## config.mk

```make
export PLATFORM = sky130hd
export DESIGN_NAME = updn_mod_counter
export DESIGN_NICKNAME = d
export VERILOG_FILES = /design/src/rtl/updn_mod_counter.sv
export SDC_FILE = /design/constraint.sdc
export NUM_CORES = 1
export LEC_CHECK = 0
export BUFFER_PORTS_ARGS = -buffer_cell sky130_fd_sc_hd__buf_2
export CAP_MARGIN = 10
export CORE_ASPECT_RATIO = 1.1
export CORE_MARGIN = 5
export CORE_UTILIZATION = 51
export CTS_CLUSTER_DIAMETER = 60
export CTS_CLUSTER_SIZE = 8
export DETAILED_ROUTE_END_ITERATION = 12
export PLACE_DENSITY = 0.78
export SYNTH_ARGS = -nofsm -noshare
export SYNTH_HDL_FRONTEND = slang
export SYNTH_SLANG_ARGS = --single-unit
```

## constraint.sdc

```tcl
create_clock -name clk -period 2.1 [get_ports clk]
set_clock_uncertainty 0.05 [all_clocks]
set_input_delay 0.42 -clock clk [delete_from_list [all_inputs] [get_ports clk]]
set_output_delay 0.42 -clock clk [all_outputs]
set_load 0.02 [all_outputs]
```

## src/rtl/updn_mod_counter.sv

```systemverilog
// -----------------------------------------------------------------------------
// updn_mod_counter
//
// Up/down counter over the range 0..MAX_VAL. By default it wraps modulo
// MAX_VAL+1. On every wrap it raises a one-cycle tc pulse and bumps a
// saturating 8-bit wrap counter.
//
// Optional feature (compile-time macro):
//   UPDN_MOD_COUNTER_SAT_EN
//     When defined, the counter clamps at the ends of its range instead of
//     wrapping. tc pulses on the first clamped step only. wrap_cnt never
//     increments in this mode.
//
// Parameters:
//   WIDTH    counter width in bits (2..32)
//   MAX_VAL  terminal value (1..2**WIDTH-1), default all ones
//
// Ports:
//   clk       sole clock, rising edge
//   rst_n     asynchronous active-low reset
//   en        count enable
//   up_dn     direction: 1 = up, 0 = down
//   clr       synchronous clear (highest priority)
//   load      synchronous load of min(load_val, MAX_VAL)
//   load_val  value to load
//   cnt       registered count
//   tc        registered terminal-count event pulse
//   wrap_cnt  registered wrap-event count, saturating at 255
// -----------------------------------------------------------------------------
module updn_mod_counter #(
    parameter int unsigned       WIDTH   = 4,
    parameter logic [WIDTH-1:0]  MAX_VAL = {WIDTH{1'b1}}
) (
    input  logic             clk,
    input  logic             rst_n,
    input  logic             en,
    input  logic             up_dn,
    input  logic             clr,
    input  logic             load,
    input  logic [WIDTH-1:0] load_val,
    output logic [WIDTH-1:0] cnt,
    output logic             tc,
    output logic [7:0]       wrap_cnt
);

    logic [WIDTH-1:0] cnt_q, cnt_d;
    logic             tc_q, tc_d;
    logic [7:0]       wrap_cnt_q, wrap_cnt_d;
    logic             at_max;
    logic             at_zero;
    logic             at_boundary;

`ifdef UPDN_MOD_COUNTER_SAT_EN
    // Set while the counter sits clamped at an end. This makes tc fire
    // only on the first clamped step and not on the repeated held steps.
    logic             clamp_q, clamp_d;
`endif

    assign at_max  = (cnt_q == MAX_VAL);
    assign at_zero = (cnt_q == '0);

    always_comb begin
        // NOTE: every signal written here gets a default first, so no path
        // leaves a value unassigned and no latch is inferred.
        cnt_d       = cnt_q;
        tc_d        = 1'b0;
        wrap_cnt_d  = wrap_cnt_q;
        at_boundary = up_dn ? at_max : at_zero;
`ifdef UPDN_MOD_COUNTER_SAT_EN
        clamp_d     = clamp_q;
`endif

        if (clr) begin
            cnt_d      = '0;
            wrap_cnt_d = '0;
`ifdef UPDN_MOD_COUNTER_SAT_EN
            clamp_d    = 1'b0;
`endif
        end else if (load) begin
            // Loads above the terminal value are clamped into range.
            cnt_d = (load_val > MAX_VAL) ? MAX_VAL : load_val;
`ifdef UPDN_MOD_COUNTER_SAT_EN
            clamp_d = 1'b0;
`endif
        end else if (en) begin
            if (!at_boundary) begin
                cnt_d = up_dn ? (cnt_q + WIDTH'(1)) : (cnt_q - WIDTH'(1));
            end else begin
`ifdef UPDN_MOD_COUNTER_SAT_EN
                // Hold at the end. Pulse tc only on entry into the clamp.
                tc_d = ~clamp_q;
`else
                cnt_d = up_dn ? '0 : MAX_VAL;
                tc_d  = 1'b1;
                if (wrap_cnt_q != 8'hFF) begin
                    wrap_cnt_d = wrap_cnt_q + 8'd1;
                end
`endif
            end
`ifdef UPDN_MOD_COUNTER_SAT_EN
            clamp_d = at_boundary;
`endif
        end
    end

    always_ff @(posedge clk or negedge rst_n) begin
        if (!rst_n) begin
            cnt_q      <= '0;
            tc_q       <= 1'b0;
            wrap_cnt_q <= '0;
`ifdef UPDN_MOD_COUNTER_SAT_EN
            clamp_q    <= 1'b0;
`endif
        end else begin
            // NOTE: non-blocking assignments, so every flop samples the
            // pre-edge values regardless of statement order.
            cnt_q      <= cnt_d;
            tc_q       <= tc_d;
            wrap_cnt_q <= wrap_cnt_d;
`ifdef UPDN_MOD_COUNTER_SAT_EN
            clamp_q    <= clamp_d;
`endif
        end
    end

    assign cnt      = cnt_q;
    assign tc       = tc_q;
    assign wrap_cnt = wrap_cnt_q;

endmodule

```

==> flow_summary.ini, run 1 <==
[setup_path]
cp_data_required_time_ns = 2.22
cp.arrival_ns = 1.84
startpoint = cnt[1]$_DFFE_PN0P_
r2r_setup_slack_ns = 0.38
worst-setup-path-type = register to register
path_max_fanout = 8
crit_path_start_kind = register
rr_startpoint = cnt[1]$_DFFE_PN0P_
cp-end-kind = register

[cts]
htreeDepth = 1
clock_latency_ns = 0.28
cts_resized = 0
cts_buffers = 3
clock_path_buffers = 2
root_buffer = clkbuf_4
cts_tree = built
clk_pin_slew_ns = 0.08
clock-sinks = 13

[yosys]
synth_ff_type = dfrtp_1
ys_async_sr_fraction = 1.00
yosysSeqAreaShare = 0.374
synth_edf_count = 0
ys_ff_latch = 13
yosys_warnings = 0
synth_cells = 93
synth_cell_types = 40
syn_nets = 107
syn-cell-area_sq_um = 870
avgSynthCellArea_sq_um = 9.35

[floorplanning]
rows = 15
die_x_um = 49.4
die_area_sq_mm = 0.00263
coreArea_sq_mm = 0.00160
io_pins = 23
die_y_um = 53.3
initial_core_util = 0.545

[routing]
drt_iter0_markers = 16
dr.pass1.iters = 4
viasPerCell = 6.13
drc = 0
routed_wl_um = 2040
dr_total_vias = 822
postRouteAntennaNets = 0
routedWlPerCell_um = 15.2

[timing]
setup_violations = 0
fin_setup_tns_ns = 0
whs_ns = 0.333
slew_headroom = 0.637
worst_slew_pin_slew_ns = 0.540
finalCritPeriodShare = 0.820
timing_hold_violations_final = 0
layout_min_cycle_time_ns = 1.72
rsz0062_at_grt = false
slew_viol_final = 0
fmax_mhz = 580

[power_and_ir_drop]
cellPowerDensity_mw_per_mm2 = 532
switching_power_mw = 0.164
p_clk_frac = 0.298
p_seq_frac = 0.499
p_leak_nw = 0.485
p_comb_frac = 0.203
peakVddDrop_v = 0.000327
swShare = 0.304
intPower_mw = 0.377

[final_layout]
nNetsFinal = 132
final_common_cell = buf_2
drive_gt1_frac = 0.256
final_util = 0.638
num_antenna_cells = 0
n_fill_cell = 147
layout_common_cells = 22 x buf_2, 13 x dfrtp_1, 9 x inv_1
area_growth_pct = 17.0
multiInputGateArea_sq_um = 479
register_area_sq_um = 325

[min_path]
hp-class = primary input to register
hold_start = load_val[0]

[run]
cap_violations = 0

[grt]
overflow = 0
grt_pass1_vias = 749
grt_pass1_wl_um = 3360
antenna_found_initial = 0
grt_max_degree = 15
grt_use_total = 0.163

[placement]
gp_congestion = 0.834
numPortBuffers = 22
dp_hpwl_um = 1520

[outcome]
status = complete, no violations
## what timing repair did
item                                   CTS  global route
buffers inserted                         0             0
hold buffers                             1             0
endpoints found under the hold margin   13             0
## registers in the layout, summed over array words and instances, names as in the netlist
signal	cells
wrap_cnt	8
tc	1
cnt	4
## cell usage after synthesis, types with 2 or more instances
master,count,area [sq um]
dfrtp_1,13,325
inv_1,9,33.8
a21oi_1,7,35.0
nor2_1,6,22.5
nand2_1,5,18.8
nand3_1,5,25.0
o41ai_1,4,35.0
ha_1,3,37.5
nor4_1,3,18.8
o311ai_1,3,26.3
xnor2_1,3,26.3
nor3_1,2,10.0
o211ai_1,2,15.0
o21bai_1,2,15.0
## worst max-delay path, stage by stage (launching register included)
cell	delay, ns
dfrtp_1	0.46
nor3_2	0.24
a32oi_2	0.21
nor4_1	0.30
mux2_1	0.35
## path summary, 6_finish.rpt
kind                                           end  depth (start not counted)
max                        wrap_cnt[5]$_DFFE_PN0P_                          4
min                             cnt[0]$_DFFE_PN0P_                          3
min in group asynchronous  wrap_cnt[2]$_DFFE_PN0P_                          2
min reg2reg                wrap_cnt[4]$_DFFE_PN0P_                          1
max reg2reg                wrap_cnt[5]$_DFFE_PN0P_                          4
max in group asynchronous       cnt[1]$_DFFE_PN0P_                          2
## cell type report
class	instances	share of cell area
Inverter	10	0.0369
Clock buffer	4	0.0258
Tap cell	17	0.0209
Multi-Input combinational cell	66	0.471
Timing Repair Buffer	24	0.125
Sequential cell	13	0.320
## kinds of logic after synthesis
kind of cell	count (synthesis)	share of synthesized area
XOR/XNOR	4	0.0403
adder cells (fa/ha/maj)	4	0.0662
AND/OR/NAND/NOR	31	0.197
AO/OA/AOI/OAI	25	0.223
buffers and inverters	14	0.0748
flip-flops	13	0.374
multiplexers	2	0.0245
## power groups by stage
stage / clock network [mW] / logic [mW] / registers (mW)
2_1_floorplan: 0 / 0.0653 / 0.282
3_3_place_gp: 0 / 0.105 / 0.274
3_5_place_dp: 0 / 0.108 / 0.275
4_1_cts: 0.167 / 0.109 / 0.270
5_1_grt: 0.175 / 0.122 / 0.272
6_report: 0.161 / 0.110 / 0.270
## routing by layer
layer / part of all wire / track usage
met2: 0.53 / 0.285
met1: 0.42 / 0.204
met5: 0 / 0
met3: 0.051 / 0.0197
met4: 0 / 0.0655
## metrics by stage
| step | total power, mW | area [sq um] | instances | worst slack, ns |
|---|---|---|---|---|
| global placement | 0.380 | 981 | 129 | 0.270 |
| floorplan | 0.347 | 870 | 93 | 0.479 |
| detailed placement | 0.383 | 981 | 129 | 0.224 |
| global route | 0.569 | 1020 | 134 | 0.242 |
| finish | 0.541 | 1020 | 134 | 0.377 |
| CTS | 0.547 | 1020 | 134 | 0.366 |
(Power assumes the default switching activity.)
==> run 2, diff against run 1 <==
==> constraint.sdc (replaced) <==
create_clock -name clk -period 1.61 [get_ports clk]
set_clock_uncertainty 0.05 [all_clocks]
set_input_delay 0.322 -clock clk [delete_from_list [all_inputs] [get_ports clk]]
set_output_delay 0.322 -clock clk [all_outputs]
set_load 0.02 [all_outputs]
==> run 2 against run 1 <==
Effect of this change: flip-flop and latch count is the same; design area up 25%; critical path depth up 1; hold slack lost 0.099 ns.
==> flow_summary.ini, run 2 (synthesis gave the netlist of run 1 again) <==
[placement]
dp_hpwl_um = 1630
place_inst = 138
numPortBuffers = 22
gp_congestion = 0.899
dp_slack_ns = -0.134

[timing]
timing_hold_violations_final = 0
slew_viol_final = 0
worst_slew_pin_slew_ns = 0.331
layout_min_cycle_time_ns = 1.60
rsz0062_at_grt = true
fmax_mhz = 625
worst_slack_ns = 0.00894
slew_headroom = 0.773
setup_violations = 0
fin_setup_tns_ns = 0
finalCritPeriodShare = 0.994

[grt]
overflow = 0
antenna_found_initial = 0
grt_max_degree = 15
grt_pass1_wl_um = 3870
grt_use_total = 0.189
grt_pass1_vias = 852

[setup_path]
cp_cell_sequence = inv_2 -> fa_1 -> inv_1 -> o211ai_1 -> a221oi_2
cp_data_required_time_ns = 1.72
crit_path_start_kind = register
slowest_delay_ns = 0.51
path_max_fanout = 6
path_buf_inv = 2
cp-end-kind = register
worst-setup-path-type = register to register
crit_slowest_cell = fa_1
cp.arrival_ns = 1.71
critPathTopFamily = adder cells

[final_layout]
multiInputGateArea_sq_um = 627
area_growth_pct = 46.6
num_antenna_cells = 0
register_area_sq_um = 330
stdcell_count = 147
layout_common_cells = 22 x buf_2, 12 x buf_4, 9 x dfrtp_1
drive_gt1_frac = 0.515
n_fill_cell = 101
nNetsFinal = 145
largest_reg_flops = 8
final_util = 0.799
final_common_cell = buf_2

[floorplanning]
rows = 15
initial_core_util = 0.545
die_y_um = 53.3
die_area_sq_mm = 0.00263
io_pins = 23
die_x_um = 49.4
coreArea_sq_mm = 0.00160

[routing]
dr_total_vias = 876
postRouteAntennaNets = 0
drc = 0
dr.pass1.iters = 4
routedWlPerCell_um = 16.2
routed_wl_um = 2390
drt_iter0_markers = 19
viasPerCell = 5.96

[cts]
cts_tree = built
cts_buffers = 3
clk_pin_slew_ns = 0.08
htreeDepth = 1
clock_path_buffers = 2
clock-sinks = 13
root_buffer = clkbuf_4
clock_latency_ns = 0.29

[min_path]
hp-class = primary input to register

[power_and_ir_drop]
cellPowerDensity_mw_per_mm2 = 596
p_leak_nw = 0.569
peakVddDrop_v = 0.000476

[outcome]
status = complete, no violations

[run]
cap_violations = 0
-- run 2: changes by cell type in the layout (fill, tap and decap cells not counted), moves of 3 or more --
cell	before	now
nor4_1	3	0
o311ai_1	3	0
dfrtp_2	0	4
buf_4	1	12
dfrtp_1	13	9
-- run 2: metrics by stage --
step	hold slack, ns	area (sq um)	power, mW
final	0.234	1270	0.759
after global routing	0.242	1270	0.801
after CTS	0.244	1090	0.719
after detailed placement	0.170	1050	0.515
after global placement	0.175	1050	0.510
after floorplan	-0.0236	871	0.453
-- run 2: metal layers --
metal  GRT usage  part of all wire  vias up
met5           0                 0        -
met3      0.0310             0.048        6
met1       0.244              0.45      425
li1            -                 -      423
met4      0.0655             0.019        0
met2       0.318              0.49       22
-- run 2: cell type report --
class                           instances  area share
Clock buffer                            4      0.0206
Inverter                               10      0.0294
Multi-Input combinational cell         66       0.492
Sequential cell                        13       0.259
Tap cell                               17      0.0167
Timing Repair Buffer                   37       0.183
-- run 2: worst min-delay path, stage by stage --
cell	delay (ns)
buf_2	0.07
a21oi_1	0.05
nor2_1	0.08
-- run 2: power by group --
group          switching [mW]  internal (mW)  total (mW)
clock                   0.116         0.0965       0.212
sequential             0.0205          0.337       0.358
combinational           0.104         0.0853       0.189
-- run 2: worst paths after layout --
check | from | slack (ns) | cells after the start | to
setup reg to reg | cnt[0]$_DFFE_PN0P_ | 0.009 | 5 | cnt[1]$_DFFE_PN0P_
min in group asynchronous | rst_n | 0.40 | 2 | wrap_cnt[2]$_DFFE_PN0P_
setup / recovery | cnt[0]$_DFFE_PN0P_ | 0.009 | 5 | cnt[1]$_DFFE_PN0P_
hold / removal | load_val[0] | 0.23 | 3 | cnt[0]$_DFFE_PN0P_
hold reg to reg | wrap_cnt[4]$_DFFE_PN0P_ | 0.53 | 1 | wrap_cnt[4]$_DFFE_PN0P_
max in group asynchronous | rst_n | 0.86 | 2 | cnt[1]$_DFFE_PN0P_
-- run 2: what timing repair did --
action	in CTS	in global routing
buffers inserted	0	3
hold buffers	1	0
pin swaps	1	12
hold endpoints to repair	13	0
endpoints found under the setup margin	6	10
gates resized for setup	3	29
gates cloned	0	1
